$ cat src/rtl/fsgn_rs_pkg.sv
// Shared types for the FP sign-manipulation reservation station.
//   cdb_t        : {valid, tag, data} payload used by the FPR CDB and register reads
//   fsgn_op_t    : sign-manipulation opcode
//   fsgn_entry_t : one reservation-station entry
//   tag_match    : true when a CDB broadcast carries the given producer tag
package fsgn_rs_pkg;

  localparam int unsigned ROB_WIDTH  = 6;
  localparam int unsigned DATA_WIDTH = 32;

  typedef struct packed {
    logic                  valid;
    logic [ROB_WIDTH-1:0]  tag;
    logic [DATA_WIDTH-1:0] data;
  } cdb_t;

  typedef enum logic [2:0] {
    OP_FMOV    = 3'b000,
    OP_FNEG    = 3'b001,
    OP_FABS    = 3'b010,
    OP_FNABS   = 3'b011,
    OP_FSGNJ   = 3'b100,
    OP_FSGNJN  = 3'b101,
    OP_FSGNJX  = 3'b110,
    OP_ILLEGAL = 3'b111
  } fsgn_op_t;

  typedef struct packed {
    logic                 valid;
    logic [ROB_WIDTH-1:0] tag;
    fsgn_op_t             op;
    cdb_t [1:0]           opd;
  } fsgn_entry_t;

  function automatic logic tag_match(input cdb_t bus, input logic [ROB_WIDTH-1:0] t);
    return bus.valid && (bus.tag == t);
  endfunction

endpackage

$ cat src/rtl/fsgn_unit.sv
// Combinational sign-manipulation datapath; one instance per dispatch candidate.
//   op       : operation
//   a        : operand 0 (magnitude bits always pass through)
//   b_sign   : sign bit of operand 1 (only sign-injection ops use it)
//   result_c : computed value
module fsgn_unit
  import fsgn_rs_pkg::*;
(
  input  fsgn_op_t    op,
  input  logic [31:0] a,
  input  logic        b_sign,
  output logic [31:0] result_c
);

  logic sign_c;

  always_comb begin
    sign_c = a[31];
    case (op)
      OP_FMOV:   sign_c = a[31];
      OP_FNEG:   sign_c = ~a[31];
      OP_FABS:   sign_c = 1'b0;
      OP_FNABS:  sign_c = 1'b1;
      OP_FSGNJ:  sign_c = b_sign;
      OP_FSGNJN: sign_c = ~b_sign;
      OP_FSGNJX: sign_c = a[31] ^ b_sign;
      default:   sign_c = a[31];
    endcase
  end

  assign result_c = {sign_c, a[30:0]};

endmodule

$ cat src/rtl/fsgn_rs.sv
// Reservation station + execute stage for FP sign-manipulation ops.
// Entries are kept compacted toward index 0 (oldest); the incoming issue is an
// extra, lowest-priority dispatch candidate (bypass).
//   clk, reset    : clock, synchronous active-high reset
//   flush         : discards all entries, blocks dispatch and allocation
//   issue_*       : allocation request / handshake
//   opd_read      : register-file read result per operand
//   cdb           : FPR CDB broadcast snooped for pending operands
//   cdb_req_valid : a dispatchable candidate exists (combinational)
//   cdb_req_ready : CDB grant
//   tag           : ROB tag of the selected candidate (combinational)
//   result        : registered result, meaningful the cycle after a grant
//   occupancy     : number of valid stored entries
module fsgn_rs
  import fsgn_rs_pkg::*;
#(
  parameter int unsigned N_ENTRY = 4
) (
  input  logic                             clk,
  input  logic                             reset,
  input  logic                             flush,
  input  logic                             issue_valid,
  output logic                             issue_ready,
  input  logic [2:0]                       issue_op,
  input  logic [ROB_WIDTH-1:0]             issue_tag,
  input  cdb_t [1:0]                       opd_read,
  input  cdb_t                             cdb,
  output logic                             cdb_req_valid,
  input  logic                             cdb_req_ready,
  output logic [ROB_WIDTH-1:0]             tag,
  output logic [31:0]                      result,
  output logic [$clog2(N_ENTRY+1)-1:0]     occupancy
);

  localparam int unsigned IDX_W = $clog2(N_ENTRY + 1);

  fsgn_entry_t       e_q   [N_ENTRY];
  fsgn_entry_t       nxt   [N_ENTRY];
  fsgn_entry_t       upd   [N_ENTRY+1];   // index N_ENTRY is the incoming issue
  logic [31:0]       res_c [N_ENTRY+1];
  logic [N_ENTRY:0]  rdy_c;
  fsgn_entry_t       inc_c;
  logic [IDX_W-1:0]  sel_c;
  logic              any_c;
  logic              dispatch_c;
  logic              bypass_disp_c;
  logic              stored_disp_c;
  logic              accept_c;
  logic [31:0]       sel_res_c;
  logic [IDX_W-1:0]  occ_c;

  // Incoming entry as seen from the register read; one-operand ops never wait on operand 1.
  always_comb begin
    inc_c       = '0;
    inc_c.valid = issue_valid;
    inc_c.tag   = issue_tag;
    inc_c.op    = fsgn_op_t'(issue_op);
    inc_c.opd   = opd_read;
    if (!issue_op[2]) begin
      inc_c.opd[1].valid = 1'b1;
    end
  end

  // Per-candidate CDB capture, readiness and result computation.
  for (genvar i = 0; i <= N_ENTRY; i++) begin : g_cand
    fsgn_entry_t src;
    fsgn_entry_t u;

    if (i == N_ENTRY) begin : g_inc
      assign src = inc_c;
    end else begin : g_st
      assign src = e_q[i];
    end

    // A valid read wins over a simultaneous CDB match because capture only fills pending operands.
    always_comb begin
      u = src;
      for (int j = 0; j < 2; j++) begin
        if (!src.opd[j].valid && tag_match(cdb, src.opd[j].tag)) begin
          u.opd[j].valid = 1'b1;
          u.opd[j].data  = cdb.data;
        end
      end
    end

    assign upd[i]   = u;
    assign rdy_c[i] = u.valid && u.opd[0].valid && u.opd[1].valid;

    fsgn_unit u_unit (
      .op       (u.op),
      .a        (u.opd[0].data),
      .b_sign   (u.opd[1].data[31]),
      .result_c (res_c[i])
    );
  end

  // Oldest ready candidate wins; descending scan lets the lowest index overwrite.
  always_comb begin
    sel_c = IDX_W'(N_ENTRY);
    any_c = 1'b0;
    for (int i = N_ENTRY; i >= 0; i--) begin
      if (rdy_c[i]) begin
        sel_c = IDX_W'(i);
        any_c = 1'b1;
      end
    end
  end

  assign cdb_req_valid = any_c && !flush;
  assign dispatch_c    = cdb_req_valid && cdb_req_ready;
  assign bypass_disp_c = dispatch_c && (sel_c == IDX_W'(N_ENTRY));
  assign stored_disp_c = dispatch_c && (sel_c != IDX_W'(N_ENTRY));
  assign tag           = upd[sel_c].tag;
  assign sel_res_c     = any_c ? res_c[sel_c] : 32'h0;
  assign issue_ready   = !flush && (dispatch_c || !e_q[N_ENTRY-1].valid);
  assign accept_c      = issue_valid && issue_ready;

  // Close the gap left by a stored dispatch, then append a non-bypassed issue.
  always_comb begin
    logic placed;
    placed = 1'b0;
    for (int i = 0; i < N_ENTRY; i++) begin
      nxt[i] = upd[i];
    end
    if (stored_disp_c) begin
      for (int i = 0; i < N_ENTRY; i++) begin
        if (IDX_W'(i) >= sel_c) begin
          if (i < N_ENTRY - 1) begin
            nxt[i] = upd[i+1];
          end else begin
            nxt[i] = '0;
          end
        end
      end
    end
    if (accept_c && !bypass_disp_c) begin
      for (int i = 0; i < N_ENTRY; i++) begin
        if (!placed && !nxt[i].valid) begin
          nxt[i] = upd[N_ENTRY];
          placed = 1'b1;
        end
      end
    end
  end

  // Entry storage.
  always_ff @(posedge clk) begin
    if (reset || flush) begin
      for (int i = 0; i < N_ENTRY; i++) begin
        e_q[i] <= '0;
      end
    end else begin
      e_q <= nxt;
    end
  end

  // Result register tracks the selected candidate every cycle.
  always_ff @(posedge clk) begin
    if (reset) begin
      result <= 32'h0;
    end else begin
      result <= sel_res_c;
    end
  end

  // Occupancy counts stored valid bits.
  always_comb begin
    occ_c = '0;
    for (int i = 0; i < N_ENTRY; i++) begin
      occ_c = occ_c + IDX_W'(e_q[i].valid);
    end
  end

  assign occupancy = occ_c;

endmodule

$ cat config.mk
export PLATFORM = sky130hd
export DESIGN_NAME = fsgn_rs
export DESIGN_NICKNAME = d
export VERILOG_FILES = /design/src/rtl/fsgn_rs_pkg.sv /design/src/rtl/fsgn_unit.sv /design/src/rtl/fsgn_rs.sv
export SDC_FILE = /design/constraint.sdc
export NUM_CORES = 1
export LEC_CHECK = 0
export CORE_AREA = 3 3 246 175
export DETAILED_ROUTE_END_ITERATION = 8
export DIE_AREA = 0 0 249 178
export DONT_BUFFER_PORTS = 1
export GPL_ROUTABILITY_DRIVEN = 0
export SETUP_SLACK_MARGIN = 0.3
export SLEW_MARGIN = 25
export SYNTH_ARGS = -nofsm -noshare
export SYNTH_HDL_FRONTEND = slang
export SYNTH_SLANG_ARGS = --single-unit
export TNS_END_PERCENT = 20
$ cat constraint.sdc
create_clock -name clk -period 9.65 [get_ports clk]
set_clock_uncertainty 0.1 [all_clocks]
set_input_delay 1.93 -clock clk [delete_from_list [all_inputs] [get_ports clk]]
set_output_delay 1.93 -clock clk [all_outputs]
set_load 0.05 [all_outputs]
==> impl_metrics.env, run 1 <==
export IMPL_area_delta_synth_final_pct=8.90
export IMPL_chipWidth_um=249
export IMPL_detailed_place_hpwl_um=37000
export IMPL_end_kind="primary output"
export IMPL_cp_start_kind="input port"
export IMPL_grt_pass1_wl_um=90900
export IMPL_grt_antenna_before_repair=4
export IMPL_setup_tns_ps=0
export IMPL_netlist_instances=1846
export IMPL_path_cells="xnor2_1, nand3_1, o31a_1, o211ai_1, a21o_2, mux2i_1, o21bai_1"
export IMPL_grt_overflow=0
export IMPL_cts_tree="done"
export IMPL_powerDensity_nw_per_um2=140
export IMPL_cts_buffer_depth=3
export IMPL_rr_worst_depth=9
export IMPL_hold_depth=2
export IMPL_clk_latency_ps=580
export IMPL_synth_cell_type_count=74
export IMPL_wire_per_inst_um=26.0
export IMPL_die_area_um2=44300
export IMPL_final_core_util_pct=42.3
export IMPL_drt_wl_total_um=60300
export IMPL_vias=15400
export IMPL_initialDrtViolationCount=1806
export IMPL_maxCapViolCount=0
export IMPL_yosysSeqAreaShare_pct=32.8
export IMPL_synth_main_ff_cell="dfxtp_1"
export IMPL_slew_viol_final=0
export IMPL_io_buffers=0
export IMPL_cts_made_buffers=29
export IMPL_critical_path_buf_inv_count=0
export IMPL_place_area_um2=16300
export IMPL_syn_num_nets=1980
export IMPL_hold_violations=0
export IMPL_cp_required_ps=7620
export IMPL_crit_type="in -> out"
export IMPL_setup_viol=0
export IMPL_vias_per_cell=6.62
export IMPL_finalPower_uw=2430
export IMPL_yosysTopAreaCell="dfxtp_1"
export IMPL_yosysWarnings=0
export IMPL_postCtsSetupBuffers=0
export IMPL_num_io_pins=174
export IMPL_synth_async_sr_flop_share_pct=0
export IMPL_start_util_pct=38.9
export IMPL_slew_limit_headroom_pct=21.9
export IMPL_post_route_period_util_pct=71.8
export IMPL_min_path_type="reg -> reg"
export IMPL_grt_pass1_vias=14800
export IMPL_nets=1885
export IMPL_path_max_fanout=22
export IMPL_track_usage_pct=25.9
export IMPL_ant_nets=0
export IMPL_worst_path_max_delay_cell="o21bai_1"
export IMPL_rows=62
export IMPL_ys_ff_latch=260
export IMPL_synth_edf_count=0
export IMPL_slowest_delay_ps=840
export IMPL_cts_sinks=260
export IMPL_cp_depth=7
export IMPL_status="finished clean"
export IMPL_path_clk_slew_ps=60
export IMPL_layout_min_cycle_time_ps=6930
export IMPL_grt_max_degree=100
export IMPL_tightest_slew_ps=1170
export IMPL_cts_max_level=1
export IMPL_coreArea_um2=40900
export IMPL_drive_gt1_share_pct=16.9
export IMPL_crit_family="compound AO/OA/AOI/OAI gates"
export IMPL_critPathArrivalTime_ps=4900
export IMPL_avgSynthCellArea_um2=8.61
export IMPL_leakagePower_uw=0.00607
export IMPL_max_freq_mhz=144
export IMPL_ys_top_cells_by_area="dfxtp_1 (33%), mux2i_1 (12%), mux2_2 (6.2%), nand2_1 (5.9%), o221a_2 (5.2%)"
export IMPL_ctsResizeCount=0
export IMPL_drt_pass1_iterations=5
export IMPL_vdd_drop_max_mv=0.121
export IMPL_clk_root_buffer_cell="clkbuf_16"
export IMPL_die_h_um=178
export IMPL_syn_area_um2=15900
export IMPL_grt_setup_unrepaired="false"
export IMPL_final_area_um2=17300
export IMPL_cts_hold_buf=0
export IMPL_route_detailed_drc=0
export IMPL_synth_top_area_share_pct=32.8
==> stage by stage <==
step	hold slack (ps)	instances	worst slack, ps
after global placement	358	2263	2710
final	386	2320	2720
after floorplan	345	1846	3180
after global routing	399	2320	2590
after detailed placement	370	2263	2720
after CTS	382	2317	2720
==> metal layers <==
metal  GRT usage, %  up-vias  part of all wire, %
met4           10.6        4                  3.7
met5              0        -                0.035
met2           39.1      928                   42
met1           35.1     7480                   43
li1               -     6776                    -
met3           7.11      171                   11
==> cell families (layout without fill, tap and decap cells) <==
group / after synthesis / after routing / share of synthesized area, %
buf+inv: 187 / 115 / 5.21
fa+ha+maj: 3 / 3 / 0.283
mux: 278 / 278 / 18.2
compound gates: 539 / 539 / 26.1
simple gates: 518 / 518 / 14.1
other cells: 0 / 2 / 0
flops: 260 / 260 / 32.8
xor+xnor: 61 / 61 / 3.36
==> cell usage in the layout, fill, tap and decap left out, types with 43 or more instances in the layout <==
cell type and n:
a21oi_1 82, nor2_1 112, dfxtp_1 260, o221ai_1 43, nand2_1 250, xnor2_1 54
o21ai_0 65, mux2i_1 190, nand3_1 46, o221a_2 73, mux2_2 87, a311oi_1 52
o211ai_1 50
==> worst reg2reg max path, stage by stage, from the launching register on <==
cell	delay (ps)
dfxtp_1	430
xnor2_1	110
and4_1	210
a21oi_1	450
o32ai_4	170
buf_4	300
o21ai_4	840
mux2i_1	600
nand3_4	840
mux2i_1	460
==> cell usage after synthesis, types with 13 or more instances <==
master	n
dfxtp_1	260
nand2_1	251
mux2i_1	191
nor2_1	117
clkbuf_1	107
a21oi_1	87
mux2_2	87
o221a_2	73
o21ai_0	67
xnor2_1	54
a311oi_1	52
o211ai_1	50
nand3_1	48
nor3_1	44
o221ai_1	43
buf_2	38
a22oi_1	31
a211oi_1	29
o21a_1	24
inv_1	22
buf_4	13
==> state kept, by name, summed over array words and instances, names as in the netlist <==
register	cells
e_q	228
result	32
==> area by class of cell <==
| cell class | count | area, µm² |
|---|---|---|
| antenna | 2 | 5.00 |
| sequential | 260 | 5200 |
| inverter | 22 | 82.6 |
| tap | 544 | 681 |
| clock inverter | 15 | 161 |
| multi-input combinational | 1399 | 10000 |
| fill | 3934 | 23600 |
| clock buffer | 39 | 813 |
| timing repair buffer | 39 | 320 |
==> final timing paths <==
check / from / end / slack, ps
setup / recovery: cdb[36] / tag[3] / 2720
hold / removal: e_q[86] / e_q[86] / 390
setup reg to reg: e_q[213] / e_q[92] / 5030
hold reg to reg: e_q[86] / e_q[86] / 390
==> where the power goes <==
part	total, µW	leakage [µW]	internal (µW)	switching [µW]
clock network	1160	0.000478	671	489
registers	1110	0.00210	1090	20.2
logic	165	0.00349	58.8	107
total	2430	0.00607	1820	616
Note: power is estimated with default switching activity, not from simulation.
==> run 2, diff against run 1 <==
==> constraint.sdc (replaced) <==
create_clock -name clk -period 6.4 [get_ports clk]
set_clock_uncertainty 0.1 [all_clocks]
set_input_delay 1.28 -clock clk [delete_from_list [all_inputs] [get_ports clk]]
set_output_delay 1.28 -clock clk [all_outputs]
set_load 0.05 [all_outputs]
==> impl_metrics.env, run 2 (same netlist as run 1, synthesis figures left out) <==
export IMPL_final_common_cell="dfxtp_1"
export IMPL_grt_pass1_wl_um=90200
export IMPL_powerDensity_nw_per_um2=216
export IMPL_p_int_uw=2840
export IMPL_maxCapViolCount=0
export IMPL_cts_hold_buf=0
export IMPL_initialDrtViolationCount=1852
export IMPL_grt_setup_unrepaired="false"
export IMPL_layout_common_cells="dfxtp_1 (260), nand2_1 (251), mux2i_1 (190)"
export IMPL_clk_root_buffer_cell="clkbuf_16"
export IMPL_io_buffers=0
export IMPL_slew_limit_headroom_pct=30.2
export IMPL_rr_endpoint="e_q[94]"
export IMPL_n_fill_cell=3983
export IMPL_vdd_drop_max_mv=0.168
export IMPL_critPathArrivalTime_ps=3870
export IMPL_chipWidth_um=249
export IMPL_regToRegStartpoint="e_q[210]"
export IMPL_grt_max_degree=90
export IMPL_worst_slack_ps=1150
export IMPL_crit_type="in -> out"
export IMPL_post_route_period_util_pct=82.0
export IMPL_drt_pass1_iterations=6
export IMPL_clk_latency_ps=590
export IMPL_die_area_um2=44300
export IMPL_route_detailed_drc=0
export IMPL_drive_gt1_share_pct=17.6
export IMPL_place_ws_ps=1250
export IMPL_cts_made_buffers=30
export IMPL_path_max_fanout=15
export IMPL_detailed_place_hpwl_um=37300
export IMPL_path_clk_slew_ps=60
export IMPL_grt_pass1_vias=14700
export IMPL_layout_min_cycle_time_ps=5250
export IMPL_cp_required_ps=5020
export IMPL_regMostFlops="e_q"
export IMPL_coreArea_um2=40900
export IMPL_setup_tns_ps=0
export IMPL_cts_buffer_depth=3
export IMPL_area_delta_synth_final_pct=10.3
export IMPL_min_path_type="reg -> reg"
export IMPL_power_switching_uw=946
export IMPL_vias_per_cell=6.56
export IMPL_power_frac_seq_pct=44.0
export IMPL_switching_share_pct=25.0
export IMPL_hold_depth=2
export IMPL_grt_overflow=0
export IMPL_grt_antenna_before_repair=9
export IMPL_finalPower_uw=3790
export IMPL_ant_nets=0
export IMPL_die_h_um=178
export IMPL_rr_worst_depth=10
export IMPL_setup_viol=0
export IMPL_leakagePower_uw=0.00620
export IMPL_vias=15300
export IMPL_min_to="e_q[81]"
export IMPL_wire_per_inst_um=25.8
export IMPL_status="finished clean"
export IMPL_rows=62
export IMPL_reg_top3="e_q x228, result x32"
export IMPL_start_util_pct=38.9
export IMPL_power_frac_clock_pct=49.2
export IMPL_largest_register_ffs=228
export IMPL_cts_max_level=1
export IMPL_cts_tree="done"
export IMPL_track_usage_pct=25.8
export IMPL_min_delay_start="e_q[81]"
export IMPL_regToRegSetupSlack_ps=2410
export IMPL_num_io_pins=174
export IMPL_pwr_share_comb_pct=6.7
export IMPL_cp_start_kind="input port"
export IMPL_tightest_slew_ps=1050
export IMPL_ctsResizeCount=0
export IMPL_nets=1906
export IMPL_drt_wl_total_um=60300
export IMPL_slew_viol_final=0
export IMPL_cts_sinks=260
export IMPL_hold_violations=0
export IMPL_max_freq_mhz=191
export IMPL_end_kind="primary output"
export IMPL_postCtsSetupBuffers=0
## run 2: critical path, stage by stage
cell and delay [ps]:
xnor2_1 150, nand3_1 190, o31a_1 410, o211ai_1 430
a21o_2 540, mux2i_1 160, a211oi_1 280, o21bai_1 180
buf_4 230
## run 2: worst max-delay path by stage
stage,depth (start not counted),slack (ps),end,start
final,9,1150,tag[4],cdb[35]
after global routing,9,1050,tag[2],cdb[37]
after CTS,9,1230,tag[4],cdb[36]
after detailed placement,9,1250,tag[5],cdb[36]
after global placement,9,1260,tag[5],cdb[37]
after floorplan,9,1230,cdb_req_valid,cdb[32]
## run 2: power groups by stage
stage	registers, µW	clock network (µW)	logic (µW)
after global routing	1670	1950	275
after global placement	1700	0	242
final	1670	1860	256
after detailed placement	1700	0	249
after CTS	1670	1890	250
after floorplan	1700	0	199
## run 2: per-layer routing
layer	track usage (%)	part of all wire (%)
met1	35.6	43
met5	0.659	0.070
met3	6.05	11
met2	38.7	42
met4	11.0	4.0
## run 2: stage by stage
step / instances / hold slack, ps / instance area [µm²] / utilization [%]
floorplan: 1846 / 345 / 15900 / -
global placement: 2282 / 357 / 16400 / 40.2
detailed placement: 2283 / 369 / 16400 / 40.2
CTS: 2336 / 381 / 17500 / 42.8
global route: 2339 / 410 / 17500 / 42.9
finish: 2339 / 379 / 17500 / 42.9
## run 2: final cells by class
cell class	instances	area [µm²]	share of cell area [%]
inverters	22	82.6	0.471
clock buffers	40	868	4.95
flip-flops and latches	260	5200	29.7
well taps	544	681	3.88
repair buffers	59	488	2.78
multi-input cells	1399	10000	57.1
clock inverters	13	185	1.06
diodes	2	5.00	0.0286
